--- config.mk ---
export PLATFORM = sky130hd
export DESIGN_NAME = mips_fetch_unit_flat
export DESIGN_NICKNAME = d
export VERILOG_FILES = /design/src/rtl/mips_fetch_pkg.sv /design/src/rtl/mips_fetch_unit_if.sv /design/src/rtl/fetch_pc_sel.sv /design/src/rtl/mips_fetch_unit.sv /design/src/flat_wrapper.sv
export SDC_FILE = /design/constraint.sdc
export NUM_CORES = 1
export LEC_CHECK = 0
export CAP_MARGIN = 20
export CORE_ASPECT_RATIO = 0.9
export CORE_UTILIZATION = 65
export DETAILED_ROUTE_END_ITERATION = 8
export DONT_BUFFER_PORTS = 1
export GPL_ROUTABILITY_DRIVEN = 0
export PLACE_DENSITY = 0.92
export SYNTH_ARGS = -nofsm -noshare
export SYNTH_HDL_FRONTEND = slang
export SYNTH_SLANG_ARGS = --single-unit
--- constraint.sdc ---
create_clock -name clk -period 3.25 [get_ports clk]
set_input_delay 0.65 -clock clk [delete_from_list [all_inputs] [get_ports clk]]
set_output_delay 0.65 -clock clk [all_outputs]
set_load 0.005 [all_outputs]
--- src/rtl/mips_fetch_pkg.sv ---
// Shared definitions for the MIPS instruction fetch stage.
// Contents: FSM state type, instruction field positions, default reset PC,
// and a word-alignment helper used for every redirect target.
package mips_fetch_pkg;

    typedef enum logic [1:0] {
        StIdle  = 2'd0,
        StFetch = 2'd1,
        StValid = 2'd2,
        StDrop  = 2'd3
    } fetch_state_e;

    localparam int unsigned OP_MSB   = 31;
    localparam int unsigned OP_LSB   = 26;
    localparam int unsigned JIDX_MSB = 25;

    localparam logic [31:0] DEFAULT_RESET_PC = 32'h0000_0000;

    function automatic logic [31:0] word_align(input logic [31:0] addr);
        return {addr[31:2], 2'b00};
    endfunction

endpackage

--- src/rtl/mips_fetch_unit_if.sv ---
// Instruction-memory read port of the fetch stage.
//   imem_req   : read request, held until imem_ack
//   imem_addr  : word address, stable while imem_req is high
//   imem_ack   : read data valid, completes the request
//   imem_rdata : instruction word returned with imem_ack
// master = fetch unit, slave = instruction memory.
interface mips_fetch_unit_if;
    logic        imem_req;
    logic [31:0] imem_addr;
    logic        imem_ack;
    logic [31:0] imem_rdata;

    modport master (
        output imem_req,
        output imem_addr,
        input  imem_ack,
        input  imem_rdata
    );

    modport slave (
        input  imem_req,
        input  imem_addr,
        output imem_ack,
        output imem_rdata
    );
endinterface

--- src/rtl/fetch_pc_sel.sv ---
// Next-PC selection for the fetch stage (purely combinational).
//   i_pc            : current PC
//   i_jidx          : instruction index field of the presented instruction
//   i_branch_target : branch PC from execute (low bits ignored)
//   i_redir_pc      : saved branch target awaiting a dropped fetch
//   i_sel_*         : select controls; branch > jump > redirect > increment
//   o_next_pc       : selected PC, i_pc when nothing is selected
module fetch_pc_sel
    import mips_fetch_pkg::*;
(
    input  logic [31:0]         i_pc,
    input  logic [JIDX_MSB:0]   i_jidx,
    input  logic [31:0]         i_branch_target,
    input  logic [31:0]         i_redir_pc,
    input  logic                i_sel_branch,
    input  logic                i_sel_jump,
    input  logic                i_sel_redir,
    input  logic                i_sel_inc,
    output logic [31:0]         o_next_pc
);

    always_comb begin
        o_next_pc = i_pc;
        if (i_sel_branch) begin
            o_next_pc = word_align(i_branch_target);
        end else if (i_sel_jump) begin
            // Jump region is taken from the already-incremented PC.
            o_next_pc = {i_pc[31:28], i_jidx, 2'b00};
        end else if (i_sel_redir) begin
            o_next_pc = i_redir_pc;
        end else if (i_sel_inc) begin
            o_next_pc = i_pc + 32'd4;
        end
    end

endmodule

--- src/rtl/mips_fetch_unit.sv ---
// MIPS instruction fetch stage.
//   clk, rst_n     : clock, asynchronous active-low reset
//   imem           : instruction-memory read port (master side)
//   stall          : hold the presented instruction
//   jump           : decoder jump for the presented instruction
//   branch_taken   : taken branch from execute (older instruction)
//   branch_target  : branch PC, low bits ignored
//   instr          : instruction register; op / funct are its fields
//   instr_valid    : instr holds a live instruction
//   pc_plus4       : PC+4 of the presented instruction (jal link)
module mips_fetch_unit
    import mips_fetch_pkg::*;
#(
    parameter logic [31:0] RESET_PC = DEFAULT_RESET_PC
) (
    input  logic                clk,
    input  logic                rst_n,
    mips_fetch_unit_if.master   imem,
    input  logic                stall,
    input  logic                jump,
    input  logic                branch_taken,
    input  logic [31:0]         branch_target,
    output logic [31:0]         instr,
    output logic [5:0]          op,
    output logic [5:0]          funct,
    output logic                instr_valid,
    output logic [31:0]         pc_plus4
);

    fetch_state_e r_state;
    fetch_state_e w_next_state;
    logic [31:0]  r_pc;
    logic [31:0]  r_redir_pc;
    logic [31:0]  r_instr;
    logic         r_instr_valid;

    logic         w_sel_branch;
    logic         w_sel_jump;
    logic         w_sel_redir;
    logic         w_sel_inc;
    logic         w_instr_load;
    logic         w_valid_clr;
    logic         w_redir_load;
    logic [31:0]  w_next_pc;

    always_comb begin
        w_next_state = r_state;
        w_sel_branch = 1'b0;
        w_sel_jump   = 1'b0;
        w_sel_redir  = 1'b0;
        w_sel_inc    = 1'b0;
        w_instr_load = 1'b0;
        w_valid_clr  = 1'b0;
        w_redir_load = 1'b0;
        unique case (r_state)
            StIdle: begin
                w_next_state = StFetch;
            end
            StFetch: begin
                if (branch_taken) begin
                    if (imem.imem_ack) begin
                        // Returned word is on the wrong path: refetch at once.
                        w_sel_branch = 1'b1;
                    end else begin
                        // Request must complete at its old address first.
                        w_redir_load = 1'b1;
                        w_next_state = StDrop;
                    end
                end else if (imem.imem_ack) begin
                    w_sel_inc    = 1'b1;
                    w_instr_load = 1'b1;
                    w_next_state = StValid;
                end
            end
            StValid: begin
                if (branch_taken) begin
                    w_sel_branch = 1'b1;
                    w_valid_clr  = 1'b1;
                    w_next_state = StFetch;
                end else if (jump) begin
                    w_sel_jump   = 1'b1;
                    w_valid_clr  = 1'b1;
                    w_next_state = StFetch;
                end else if (!stall) begin
                    w_valid_clr  = 1'b1;
                    w_next_state = StFetch;
                end
            end
            StDrop: begin
                if (branch_taken) begin
                    w_redir_load = 1'b1;
                end
                if (imem.imem_ack) begin
                    // A branch arriving with the ack is the newest target.
                    w_sel_branch = branch_taken;
                    w_sel_redir  = !branch_taken;
                    w_next_state = StFetch;
                end
            end
            default: begin
                w_next_state = StIdle;
            end
        endcase
    end

    fetch_pc_sel u_pc_sel (
        .i_pc            (r_pc),
        .i_jidx          (r_instr[JIDX_MSB:0]),
        .i_branch_target (branch_target),
        .i_redir_pc      (r_redir_pc),
        .i_sel_branch    (w_sel_branch),
        .i_sel_jump      (w_sel_jump),
        .i_sel_redir     (w_sel_redir),
        .i_sel_inc       (w_sel_inc),
        .o_next_pc       (w_next_pc)
    );

    always_ff @(posedge clk or negedge rst_n) begin
        if (!rst_n) begin
            r_state       <= StIdle;
            r_pc          <= RESET_PC;
            r_redir_pc    <= 32'h0;
            r_instr       <= 32'h0;
            r_instr_valid <= 1'b0;
        end else begin
            r_state <= w_next_state;
            r_pc    <= w_next_pc;
            if (w_redir_load) begin
                r_redir_pc <= word_align(branch_target);
            end
            if (w_instr_load) begin
                r_instr       <= imem.imem_rdata;
                r_instr_valid <= 1'b1;
            end else if (w_valid_clr) begin
                r_instr_valid <= 1'b0;
            end
        end
    end

    // All outputs come from registered state only.
    assign imem.imem_req  = (r_state == StFetch) || (r_state == StDrop);
    assign imem.imem_addr = r_pc;
    assign pc_plus4       = r_pc;
    assign instr          = r_instr;
    assign op             = r_instr[OP_MSB:OP_LSB];
    assign funct          = r_instr[5:0];
    assign instr_valid    = r_instr_valid;

endmodule

--- src/flat_wrapper.sv ---
// flat-port wrapper written by rule: the top's interface ports become plain ports
module mips_fetch_unit_flat import mips_fetch_pkg::*;
#(
    parameter logic [31:0] RESET_PC = DEFAULT_RESET_PC
)
  (clk, rst_n, stall, jump, branch_taken, branch_target, instr, op, funct, instr_valid, pc_plus4, imem_imem_req, imem_imem_addr, imem_imem_ack, imem_imem_rdata);
  mips_fetch_unit_if imem_i ();
  input  logic clk;
  input  logic rst_n;
  input  logic stall;
  input  logic jump;
  input  logic branch_taken;
  input  logic [31:0] branch_target;
  output logic [31:0] instr;
  output logic [5:0] op;
  output logic [5:0] funct;
  output logic instr_valid;
  output logic [31:0] pc_plus4;
  output wire logic [$bits(imem_i.imem_req)-1:0] imem_imem_req;
  output wire logic [$bits(imem_i.imem_addr)-1:0] imem_imem_addr;
  input wire logic [$bits(imem_i.imem_ack)-1:0] imem_imem_ack;
  input wire logic [$bits(imem_i.imem_rdata)-1:0] imem_imem_rdata;
  assign imem_imem_req = imem_i.imem_req;
  assign imem_imem_addr = imem_i.imem_addr;
  assign imem_i.imem_ack = imem_imem_ack;
  assign imem_i.imem_rdata = imem_imem_rdata;
  mips_fetch_unit #(.RESET_PC(RESET_PC)) u_core (.clk(clk), .rst_n(rst_n), .imem(imem_i), .stall(stall), .jump(jump), .branch_taken(branch_taken), .branch_target(branch_target), .instr(instr), .op(op), .funct(funct), .instr_valid(instr_valid), .pc_plus4(pc_plus4));
endmodule
==> summary.md <==
| Metric | Value |
|---|---|
| Top FF cell, synth | dfrtp_1 |
| Setup violators final | 0 |
| Worst path cell trace | mux2i_1 -> nor2_2 -> buf_4 -> a222oi_1 -> a21boi_0 -> o2bb2ai_1 |
| Pwr dens | 679 nW/µm² |
| DR DRC count | 0 |
| YS warnings | 0 |
| Layout cells sized above 1 | 0.212 |
| Worst EP arrival | 2.85 ns |
| Slew Limit Fails | 0 |
| Most frequent cells after synthesis | dfrtp_1 (95), mux2_2 (63), buf_4 (48) |
| Min-delay worst type | in2async |
| Port buffer count | 0 |
| Peak supply drop | 0.402 mV |
| WP buf/inv | 1 |
| Crit end category | flop |
| # clock sinks | 95 |
| Mapped cell area | 5250 µm² |
| CP max-delay cell | dfrtp_1 |
| Worst-skew pair later-pin latency | 0.37 ns |
| Number of buffers created by CTS | 9 |
| Clock Tree Root | clkbuf_8 |
| Synth Area in Adders | 0.00238 |
| Nets | 518 |
| Cell taking the most area after synthesis | dfrtp_1 |
| Netlist cell types | 56 |
| Fin. Hold Viols | 0 |
| Ranking of synthesized cells by area | dfrtp_1 (45%), mux2_2 (14%), buf_4 (6.9%) |
| Post-synthesis compound-gate area fraction | 0.171 |
| Fmax | 380 MHz |
| R2R cell count | 6 |
| H-tree depth | 3 |
| P&R area growth vs syn | -0.286% |
| Minimum clock period | 2.63 ns |
| Top-count cell post-synth | dfrtp_1 |
| Iter 0 DRT Violations | 528 |
| Die area | 8440 µm² |
| GRT Overall Usage | 0.313 |
| Antenna viol nets, final | 0 |
| Delay-heaviest family, CP | compound AO/OA/AOI/OAI gates |
| Static leakage | 2.13 nW |
| Reg clk slew, reported paths | 0.09 ns |
| Slew margin rel. | 0.286 |
| Grt ovf | 0 |
| Routed wire length | 13.2 mm |
| Async S/R FF share, synth | 1.00 |
| CTS tree | yes |
| Critical Path Fanout Max | 31 |
| Placed cell area | 4980 µm² |
| Initial antenna violation count | 0 |
| WL/cell | 24.1 µm |
| Post-synth top area share | 0.453 |
| Core footprint | 7690 µm² |
| Largest net degree at the start of global routing | 96 |
| Maxcap violations | 0 |
| Mean number of vias per cell | 7.58 |
| Post-synthesis register bit count | 95 |
| Total vias in the final route | 4152 |
| Initial core utilization | 0.683 |
| First-pass GRT wire length | 20.7 mm |
| Crit path largest cell delay | 0.68 ns |
| Largest family of logic cells by synthesized area | compound AO/OA/AOI/OAI gates |
| RSZ-0062 raised after global routing | false |
| Synth Area in Simple Gates | 0.121 |
| Chip width | 96.8 µm |
| Xor-xnor portion of the synthesized cell area | 0.0133 |
| HPWL Detailed | 8.79 mm |
| Ports | 180 |
| Diodes inserted | 0 |
| Kind of critical path | reg2reg |
| Run status | completed |
| Slew @ Worst Pin | 1.07 ns |
| Levels on crit path | 6 |
| DRT Pass-1 Iters | 7 |
| Final period utilization | 0.809 |
| Post-synth EDFFs | 0 |
| Vias in the first global route | 4077 |
| Clock buffer depth | 2 |
| Die H | 87.3 µm |
| # rows | 30 |
| Post-synthesis area per instance | 10.4 µm² |
| Setup TNS | 0 ns |
| Required @ worst endpoint | 3.47 ns |
| Proportion of synthesized area in mux cells | 0.143 |
| Cell count after synthesis | 503 |
| Layout Skew | 0.00846 ns |
| Share of the yosys chip area belonging to registers | 0.453 |
| Critical Path Start Type | flop |
| Post-route cell area | 5240 µm² |
[cell type report]
class,instances,area [µm²]
clock inverter,5,88.8
fill,555,2460
inverter,5,18.8
timing repair buffer,10,95.1
multi-input combinational,326,2400
sequential,95,2380
clock buffer,11,141
tap,96,120
[path summary, 6_finish.rpt]
check                      slack (ns)                        end             startpoint
min reg2reg                      0.51      u_core.r_redir_pc[22]  u_core.r_redir_pc[22]
max in group asynchronous        2.68  u_core.imem.imem_addr[14]                  rst_n
min in group clk                 0.38         u_core.instr_valid           branch_taken
min                              0.18  u_core.imem.imem_addr[28]                  rst_n
max reg2reg                      0.62  u_core.imem.imem_addr[25]      u_core.r_state[0]
max                              0.62  u_core.imem.imem_addr[25]      u_core.r_state[0]
[flip-flops by register name, indices dropped and copies added, names as in the netlist]
name                   flops
u_core.instr_valid         1
u_core.imem.imem_addr     30
u_core.r_state             2
u_core.instr              32
u_core.r_redir_pc         30
[timing repair]
| item | 4_1_cts | 5_1_grt |
|---|---|---|
| endpoints found under the hold margin | 95 | 0 |
| hold buffers | 1 | 0 |
| resized for setup | 0 | 0 |
| buffers inserted | 0 | 0 |
[worst register-to-register path, cell delays in order (launching register included)]
cell	delay (ns)
dfrtp_1	0.68
mux2i_1	0.67
nor2_2	0.04
buf_4	0.26
a222oi_1	0.50
a21boi_0	0.24
o2bb2ai_1	0.09
[metal layers]
metal,global-route usage,share of wire
met5,0,0
met1,0.383,0.36
met4,0.160,0.030
met2,0.501,0.48
met3,0.106,0.13
[layout by cell type, fill, tap and decap left out, drive strengths merged, types with 4 or more instances in the layout]
cell type | synthesis | final
a211oi | 4 | 4
mux2i | 4 | 4
nand3 | 16 | 16
conb | 1 | 4
xor2 | 5 | 5
o21a | 4 | 4
inv | 5 | 7
nor2 | 26 | 26
a22o | 7 | 7
nand4 | 11 | 11
buf | 57 | 10
mux2 | 63 | 63
nand2 | 23 | 23
clkbuf | 23 | 11
a221oi | 10 | 10
a2bb2oi | 4 | 4
a31oi | 14 | 14
dfrtp | 95 | 95
a222oi | 12 | 12
and3 | 10 | 10
a21oi | 14 | 14
o21ai | 26 | 26
nor3 | 14 | 14
[cells by family (layout without fill, tap and decap cells)]
| group | count (synthesis) | in the layout |
|---|---|---|
| compound gates | 124 | 124 |
| xor+xnor | 8 | 8 |
| simple gates | 122 | 122 |
| flops | 95 | 95 |
| fa+ha+maj | 1 | 1 |
| other cells | 1 | 4 |
| mux | 67 | 67 |
| buf+inv | 85 | 31 |
[per-stage QoR]
step	cells	hold slack [ns]	total power [mW]	worst slack [ns]	util
6_report	548	0.175	3.56	0.621	0.681
5_1_grt	548	0.207	3.74	0.488	0.681
4_1_cts	548	0.217	3.55	0.674	0.681
3_5_place_dp	531	0.358	2.64	0.751	0.647
3_3_place_gp	531	0.359	2.58	0.815	0.647
2_1_floorplan	506	0.354	2.61	1.18	-
[report_power, final]
part	internal, mW	switching (mW)
Combinational	0.378	0.353
Sequential	1.48	0.458
Clock	0.464	0.425
Total	2.32	1.24
Power figures use the tool's default switching activity.
